==> config.mk <==
export PLATFORM = sky130hd
export DESIGN_NAME = seg7_scan_ctrl
export DESIGN_NICKNAME = d
export VERILOG_FILES = /design/src/rtl/seg7_pkg.sv /design/src/rtl/bcd_to_seg7.sv /design/src/rtl/seg7_scan_ctrl.sv
export SDC_FILE = /design/constraint.sdc
export NUM_CORES = 1
export LEC_CHECK = 0
export BUFFER_PORTS_ARGS = -buffer_cell sky130_fd_sc_hd__buf_2
export CORE_UTILIZATION = 52
export CTS_CLUSTER_DIAMETER = 40
export DETAILED_ROUTE_END_ITERATION = 6
export GPL_ROUTABILITY_DRIVEN = 0
export GPL_TIMING_DRIVEN = 0
export PLACE_DENSITY_LB_ADDON = 0.3
export SETUP_SLACK_MARGIN = 0.02
export SLEW_MARGIN = 20
export SYNTH_ARGS = -nofsm -noshare
export SYNTH_HDL_FRONTEND = slang
export SYNTH_SLANG_ARGS = --single-unit
==> constraint.sdc <==
create_clock -name clk -period 2.3 [get_ports clk]
set_input_delay 0.345 -clock clk [delete_from_list [all_inputs] [get_ports clk]]
set_output_delay 0.345 -clock clk [all_outputs]
set_load 0.01 [all_outputs]
==> src/rtl/seg7_pkg.sv <==
// Shared constants and types for the 7-segment scan controller.
// Segment patterns are active-low, bit 6 = segment a, bit 0 = segment g.
package seg7_pkg;

  localparam int N_DIGITS = 4;

  localparam logic [6:0] SEG_BLANK = 7'b1111111;

  localparam logic [9:0][6:0] SEG_PAT = {
    7'b0001100,
    7'b0000000,
    7'b0001111,
    7'b0100000,
    7'b0100100,
    7'b1001100,
    7'b0000110,
    7'b0010010,
    7'b1001111,
    7'b0000001
  };

  typedef enum logic {
    BLANK = 1'b0,
    DRIVE = 1'b1
  } state_t;

endpackage

==> src/rtl/bcd_to_seg7.sv <==
// Combinational BCD to active-low 7-segment decoder.
// Non-decimal codes 10..15 produce an all-off pattern.
module bcd_to_seg7
  import seg7_pkg::*;
(
  input  logic [3:0] bcd,
  output logic [0:6] seg
);

  always_comb begin
    seg = SEG_BLANK;
    if (bcd <= 4'd9) seg = SEG_PAT[bcd];
  end

endmodule

==> src/rtl/seg7_scan_ctrl.sv <==
// Four-digit multiplexed 7-segment scanner with frame-synchronous reload.
// Define SEG7_LZ_SUPPRESS_EN to blank leading zeros on digits 3..1.
module seg7_scan_ctrl
  import seg7_pkg::*;
#(
  parameter int REFRESH_DIV = 50000,
  parameter int BLANK_CYC   = 500
) (
  input  logic                clk,
  input  logic                rst_n,
  input  logic [15:0]         digits_in,
  input  logic [N_DIGITS-1:0] dp_in,
  input  logic                load,
  output logic [N_DIGITS-1:0] an_n,
  output logic [0:6]          seg_n,
  output logic                dp_n,
  output logic                frame_done
);

  localparam int CW = $clog2(REFRESH_DIV);
  localparam logic [CW-1:0] CNT_MAX = CW'(REFRESH_DIV - 1);
  localparam logic [CW-1:0] CNT_BLK = CW'(BLANK_CYC);

  logic [CW-1:0]         cnt;
  logic [1:0]            idx;
  logic [15:0]           shadow_dg;
  logic [15:0]           active_dg;
  logic [N_DIGITS-1:0]   shadow_dp;
  logic [N_DIGITS-1:0]   active_dp;
  state_t                state;
  logic                  slot_end;
  logic                  frame_end;
  logic                  lz;
  logic [3:0]            cur;
  logic [0:6]            cur_seg;

  assign slot_end  = (cnt == CNT_MAX);
  assign frame_end = slot_end && (idx == 2'd3);
  assign state     = (cnt < CNT_BLK) ? BLANK : DRIVE;
  assign cur       = active_dg[{idx, 2'b00} +: 4];

  bcd_to_seg7 u_dec (
    .bcd (cur),
    .seg (cur_seg)
  );

`ifdef SEG7_LZ_SUPPRESS_EN
  // Blank when this digit and every digit above it is zero.
  assign lz = (idx != 2'd0) &&
              ((active_dg >> {idx, 2'b00}) == 16'd0);
`else
  assign lz = 1'b0;
`endif

  always_ff @(posedge clk or negedge rst_n) begin
    if (!rst_n) begin
      cnt <= '0;
      idx <= 2'd0;
    end else if (slot_end) begin
      cnt <= '0;
      idx <= idx + 2'd1;
    end else begin
      cnt <= cnt + 1'b1;
    end
  end

  always_ff @(posedge clk or negedge rst_n) begin
    if (!rst_n) begin
      shadow_dg  <= '0;
      shadow_dp  <= '0;
      active_dg  <= '0;
      active_dp  <= '0;
      frame_done <= 1'b0;
    end else begin
      if (load) begin
        shadow_dg <= digits_in;
        shadow_dp <= dp_in;
      end
      // Load coinciding with the boundary bypasses the shadow.
      if (frame_end) begin
        active_dg <= load ? digits_in : shadow_dg;
        active_dp <= load ? dp_in : shadow_dp;
      end
      frame_done <= frame_end;
    end
  end

  always_ff @(posedge clk or negedge rst_n) begin
    if (!rst_n) begin
      an_n  <= '1;
      seg_n <= SEG_BLANK;
      dp_n  <= 1'b1;
    end else begin
      unique case (state)
        BLANK: begin
          an_n  <= '1;
          seg_n <= SEG_BLANK;
          dp_n  <= 1'b1;
        end
        DRIVE: begin
          an_n  <= ~(N_DIGITS'(1) << idx);
          seg_n <= lz ? SEG_BLANK : cur_seg;
          dp_n  <= ~active_dp[idx];
        end
      endcase
    end
  end

endmodule
==> results.md, run 1 <==
* Status: finished, final reports clean
* # fillers at 466
* Setup CP Type: reg2reg
* Post-route clock period utilization at a little over nine tenths
* Die footprint at 0.006564 mm2
* Total gr overflow at 0
* Post-synth EDFFs at 0
* Max Cap Viol at 0
* Synthesized area at 0.003247 mm2
* Initial antenna violation count at 0
* Via-per-instance ratio at between 5 and 6
* Share of the synthesized area in the top cell type at 45.47%
* Die Ht at about 81 um
* Sequential fraction of the synthesis area at 55.18%
* DR DRC count at 0
* Setup Buffers After CTS at 0
* Ports at 36
* Pre-CTS setup slack at -0.07420 ns
* Worst setup margin at 0.1322 ns
* Critical Path Fanout Max at 6
* Via count at 1946
* GRT Util Overall at a little over a fifth
* Initial DRT Pass Iterations at 4
* Post-DRT Antenna Nets at 0
* Net Count, Synth at 272
* Most common cell after layout, fill and taps aside: dfrtp_1
* TritonCTS clock tree: built
* Share of cells above drive strength 1 at 42.41%
* CORE AREA at 0.005956 mm2
* Main synth FF type: dfrtp_1
* Worst Tran Pin Value at between 0.6 and 0.7 ns
* Clock-pin slew on the worst setup and hold paths at 0.07 ns
* Fin crit period at 2.168 ns
* First-pass GRT wire length at 9.763 mm
* Syn-to-layout area delta at 16.19%
* PwrDens at 668.4 mW/mm2
* Final setup viols at 0
* Max clock buf depth at 2
* Worst skew pair latency at 0.35 ns
* DRT iter0 DRCs at 95
* Final Hold Fails at 0
* Largest net degree at the start of global routing at 46
* WL/cell at 15.70 um
* Initial Util at a little over half
* Root buffer cell: clkbuf_8
* Final nets at 319
* Max Fclk at 0.4613 GHz
* Cells after Synth at between 200 and 250
* Total wire length at 5.729 mm
* Yosys reg bits at 71
* FP Rows at 28
* Synth area leaders: dfrtp_1 45%, dfstp_2 9.7%, mux2_4 8.8%, mux2_2 8.0%, ha_1 4.2%
* Cts bufs inserted at 9
* Die width at 81.02 um
* Syn avg cell area at 13.64 um2
* Hold Slack at 0.2461 ns
* Hold Crit Class: in2reg
* Worst relative slew slack at 56.47%
* Setup crit start kind: flop
* Most frequent cells in the layout: 59 x dfrtp_1, 34 x buf_2, 23 x mux2_2
* CTS sink cnt at 71
* Port Buffers at 34
* Required time worst endpoint at 2.59 ns
* Final Slew Violations at 0
* Peak supply drop at 430.6 uV
* Ant diodes at 0
* Leading area contributor after synthesis: dfrtp_1
* Post-synth cell types at 40
* Final setup TNS at 0 ns
* Vias in the first global route at approximately 2k
* CP Capture Type: flop
* Ys Warns at 0
* Leakage at between 1.5 and 2 nW
* # H-tree levels at 3
* Setup slack, reg-to-reg at 0.13 ns
* WP data arrival at 2.46 ns
* Final HPWL DP at 4.001 mm
* Clock Skew at about 0.012 ns
* RSZ-0062 raised after global routing: false
* Asr flop ratio synth at 100.0%
[layer usage]
layer | global-route usage, % | vias up | part of all wire [%]
li1 | - | 928 | -
met5 | 0 | - | 0
met3 | 4.831 | 10 | 3.6
met4 | 10.54 | 0 | 2.1
met2 | 34.12 | 41 | 48
met1 | 26.21 | 967 | 46
[through the flow]
step | power [mW] | cell area (um2) | utilization, % | std cells
after global routing | 2.635 | 3772 | 63.34 | 365
after detailed placement | 1.524 | 3541 | 59.45 | 348
final | 2.521 | 3772 | 63.34 | 365
after CTS | 2.548 | 3762 | 63.17 | 365
after global placement | 1.509 | 3511 | 58.95 | 347
after floorplan | 1.447 | 3247 | - | 238
[synth_stat cells, types with 2 or more instances]
cell	instances
inv_1	9
nor2_1	11
mux2i_1	3
dfrtp_1	59
nand3b_1	2
mux2_4	19
ha_1	11
or3b_2	2
nand2b_1	5
nor2b_1	3
o21ai_0	5
nor3_1	4
mux4_2	5
nor4_1	2
and3_1	2
nand4_1	3
nand2_1	18
o211ai_1	2
xor2_1	5
nand3_1	5
mux2_2	23
xnor2_1	7
buf_6	2
clkbuf_1	4
dfstp_2	12
[critical path, cell delays in order (launching register included)]
cell and delay, ns:
dfrtp_1 0.38, clkbuf_4 0.22, mux4_2 0.59, ha_1 0.27, o311ai_0 0.44, a21bo_2 0.20
[cell families (layout without fill, tap and decap cells)]
group           Yosys count  after routing  share of synthesized area [%]
compound gates           14             14                          3.006
xor+xnor                 12             12                          3.237
fa+ha+maj                11             11                          4.239
buf+inv                  16             68                          2.350
flops                    71             71                          55.18
mux                      50             50                          21.16
simple gates             64             64                          10.83
[where the power goes]
| group | internal, mW | switching [mW] |
|---|---|---|
| logic | 0.0949 | 0.0788 |
| registers | 1.30 | 0.0254 |
| clock network | 0.562 | 0.459 |
| total | 1.96 | 0.563 |
[cell type report]
class,count,area (um2),share of cell area [%]
Buffer,7,47.55,1.260
Clock buffer,12,155.1,4.113
Multi-Input combinational cell,151,1386,36.75
Sequential cell,71,1792,47.50
Timing Repair Buffer,36,210.2,5.572
Inverter,9,33.78,0.8955
Tap cell,75,93.84,2.488
Clock inverter,4,53.80,1.426
[final timing paths]
check | startpoint | end | cells after the start
min reg2reg | cnt[0] | cnt[0] | 1
min in group asynchronous | rst_n | shadow_dg[4] | 2
min | dp_in[1] | shadow_dp[1] | 2
max reg2reg | idx[0] | seg_n[3] | 5
max | idx[0] | seg_n[3] | 5
max in group asynchronous | rst_n | dp_n | 3
[sequential cells by signal, indices dropped and copies added (netlist names)]
| signal | flops |
|---|---|
| cnt | 16 |
| an_n | 4 |
| dp_n | 1 |
| frame_done | 1 |
| shadow_dp | 4 |
| active_dg | 16 |
| active_dp | 4 |
| idx | 2 |
| seg_n | 7 |
| shadow_dg | 16 |
[timing repair]
item / in CTS / in global routing
hold buffers: 1 / 0
gates cloned: 0 / 0
endpoints found under the setup margin: 7 / 7
endpoints found under the hold margin: 15 / 0
resized for setup: 2 / 3
(Power assumes the default switching activity.)
==> run 2, diff against run 1 <==
--- a/config.mk
+++ b/config.mk
@@ -11,7 +11,7 @@
 export DETAILED_ROUTE_END_ITERATION = 6
 export GPL_ROUTABILITY_DRIVEN = 0
 export GPL_TIMING_DRIVEN = 0
-export PLACE_DENSITY_LB_ADDON = 0.3
+export PLACE_DENSITY = 0.75
 export SETUP_SLACK_MARGIN = 0.02
 export SLEW_MARGIN = 20
 export SYNTH_ARGS = -nofsm -noshare
==> run 2 against run 1 <==
Against the previous run:
- utilization shrank 0.46 points
- global-route usage down 0.79 points
- flip-flop and latch count is the same
- first-iteration DRC count decreased by 1.1%
- count of clock-buffer cells in the layout fell by 2
- sequential power hardly changed
- sequential share of layout area is 0.35 points higher
- final cell count up 0.27%
- clock skew about the same
- largest power group unchanged
- highest routed layer unchanged
==> results.md, run 2 (synthesized netlist as in run 1, its figures left out) <==
* Setup CP Type: reg2reg
* Via-per-instance ratio at 5.339 (+0.14%)
* Port Buffers at 34 (unchanged)
* Leakage at 1.724 nW (-0.12%)
* Worst skew pair latency at 0.34 ns (about the same)
* Status: finished, final reports clean
* Sequential cell area at 0.001792 mm2 (unchanged)
* CORE AREA at 0.005956 mm2 (unchanged)
* Setup crit start kind: flop
* Setup slack, reg-to-reg at 0.17 ns (+0.04 ns)
* Peak supply drop at 365.6 uV (-15%)
* DRT iter0 DRCs at 94 (-1.1%)
* # H-tree levels at 3 (unchanged)
* Largest net degree at the start of global routing at 43 (-6.5%)
* Final Hold Fails at 0 (unchanged)
* Max Cap Viol at 0 (unchanged)
* Pre-CTS setup slack at -0.03681 ns (+0.03740 ns)
* Initial antenna violation count at 0 (unchanged)
* Hold Slack at 0.2526 ns (+0.006465 ns)
* Max clock buf depth at 2 (unchanged)
* CP max-delay cell: or4_4
* Post-DRT Antenna Nets at 0 (unchanged)
* Cts bufs inserted at 9 (unchanged)
* DR DRC count at 0 (unchanged)
* Critical-path cell list: or4_4, nor4_4, nand2_2, buf_6, mux2_4
* Reg2reg path depth at 5 (unchanged)
* Max incr delay on CP at 0.58 ns (about the same)
* Final nets at 320 (+0.31%)
* RSZ-0062 raised after global routing: false
* Root buffer cell: clkbuf_8
* Clock-pin slew on the worst setup and hold paths at 0.08 ns (about the same)
* FP Rows at 28 (unchanged)
* Worst setup margin at 0.1717 ns (+0.03946 ns)
* Cell family with most CP delay: simple AND/OR/NAND/NOR gates
* WL/cell at 15.13 um (-3.6%)
* Clock Skew at 0.01107 ns (-0.0004657 ns)
* Die footprint at 0.006564 mm2 (unchanged)
* Max Fclk at 0.4699 GHz (+1.9%)
* Worst relative slew slack at 28.52% (-28 points)
* Ports at 36 (unchanged)
* Initial DRT Pass Iterations at 4 (unchanged)
* Largest regs: active_dg: 16 flops, cnt: 16 flops, shadow_dg: 16 flops
* Syn-to-layout area delta at 15.34%
* Share of cells above drive strength 1 at 42.27% (-0.15 points)
* Die width at 81.02 um (unchanged)
* Critical Path Fanout Max at 10 (+4)
* Most frequent cells in the layout: 59 x dfrtp_1, 34 x buf_2, 23 x mux2_2
* Final core utilization at 62.88% (-0.46 points)
* PwrDens at 654.9 mW/mm2 (-2.0%)
* Via count at 1954 (+0.41%)
* RR Startpoint: cnt[12]
* Most common cell after layout, fill and taps aside: dfrtp_1
* Worst reg2reg endpoint: active_dg[10]
* Final HPWL DP at 3.933 mm (-1.7%)
* Post-route clock period utilization at 92.53% (-1.7 points)
* Worst path buffer plus inverter count at 1 (unchanged)
* CP Capture Type: flop
* Fin crit period at 2.128 ns (-0.03946 ns)
* CP Launch Point: cnt[12]
* Area used by multi-input combinational logic at 0.001379 mm2 (-0.54%)
* Final Slew Violations at 0 (unchanged)
* First-pass GRT wire length at 9.653 mm (-1.1%)
* CTS sink cnt at 71 (unchanged)
* Hold path startpoint: digits_in[2]
* Initial Util at 54.52% (unchanged)
* Die Ht at 81.02 um (unchanged)
* WP data arrival at 2.36 ns (-0.10 ns)
* Ant diodes at 0 (unchanged)
* GRT Util Overall at 20.17% (-0.79 points)
* Worst Tran Pin Value at 1.056 ns (+0.4036 ns)
* # fillers at 477 (+2.4%)
* Total wire length at 5.539 mm (-3.3%)
* Hold Crit Class: in2reg
* Min-Delay Path Depth at 2 (unchanged)
* Hold endpoint: shadow_dg[2]
* Final setup viols at 0 (unchanged)
* TritonCTS clock tree: built
* Total gr overflow at 0 (unchanged)
* Vias in the first global route at 1996 (-0.60%)
* Required time worst endpoint at 2.53 ns (-0.06 ns)
[run 2: changes by cell type in the layout (fill, tap and decap cells not counted)]
cell        change
o311ai_1        +1
clkinvlp_4      -1
clkbuf_8        -2
buf_16          -1
buf_12          +1
clkbuf_4        -1
buf_4           +2
o311ai_2        -1
clkinv_2        +3
[run 2: layout make-up]
class | count | share of cell area (%)
plain buffers | 7 | 1.270
clock buffers | 10 | 3.408
clock inverters | 6 | 1.637
inverters | 9 | 0.9021
multi-input cells | 151 | 36.82
flip-flops and latches | 71 | 47.85
well taps | 75 | 2.506
repair buffers | 37 | 5.613
[run 2: worst max-delay path by stage]
stage                                to  cells after the start
after CTS                      seg_n[3]                      5
after floorplan                seg_n[3]                      6
after detailed placement       seg_n[3]                      5
final                     active_dg[10]                      5
after global routing           seg_n[3]                      7
after global placement         seg_n[3]                      5
[run 2: report_power, final]
part | internal (mW) | total (mW) | switching [mW] | leakage, nW
sequential | 1.30 | 1.33 | 0.0238 | 0.869
combinational | 0.0950 | 0.173 | 0.0782 | 0.759
clock | 0.497 | 0.954 | 0.457 | 0.0960
[run 2: timing repair]
item                                   CTS  global route
resized for setup                        2             4
endpoints found under the hold margin   18             0
hold buffers                             1             0
buffers inserted                         0             1
setup endpoints to repair                4             7
[run 2: per-layer routing]
metal	up-vias	track usage (%)	wire length, um
li1	925	-	-
met1	986	27.88	2670
met2	36	30.17	2608
met3	7	5.169	197
met4	0	8.571	62
met5	-	0	0
[run 2: per-stage QoR]
step	area (um2)	power, mW	setup TNS, ns	std cells
floorplan	3247	1.447	0	238
detailed placement	3533	1.522	-0.03681	348
finish	3745	2.452	0	366
global placement	3511	1.509	-0.07367	347
global route	3745	2.562	0	366
CTS	3735	2.477	0	365
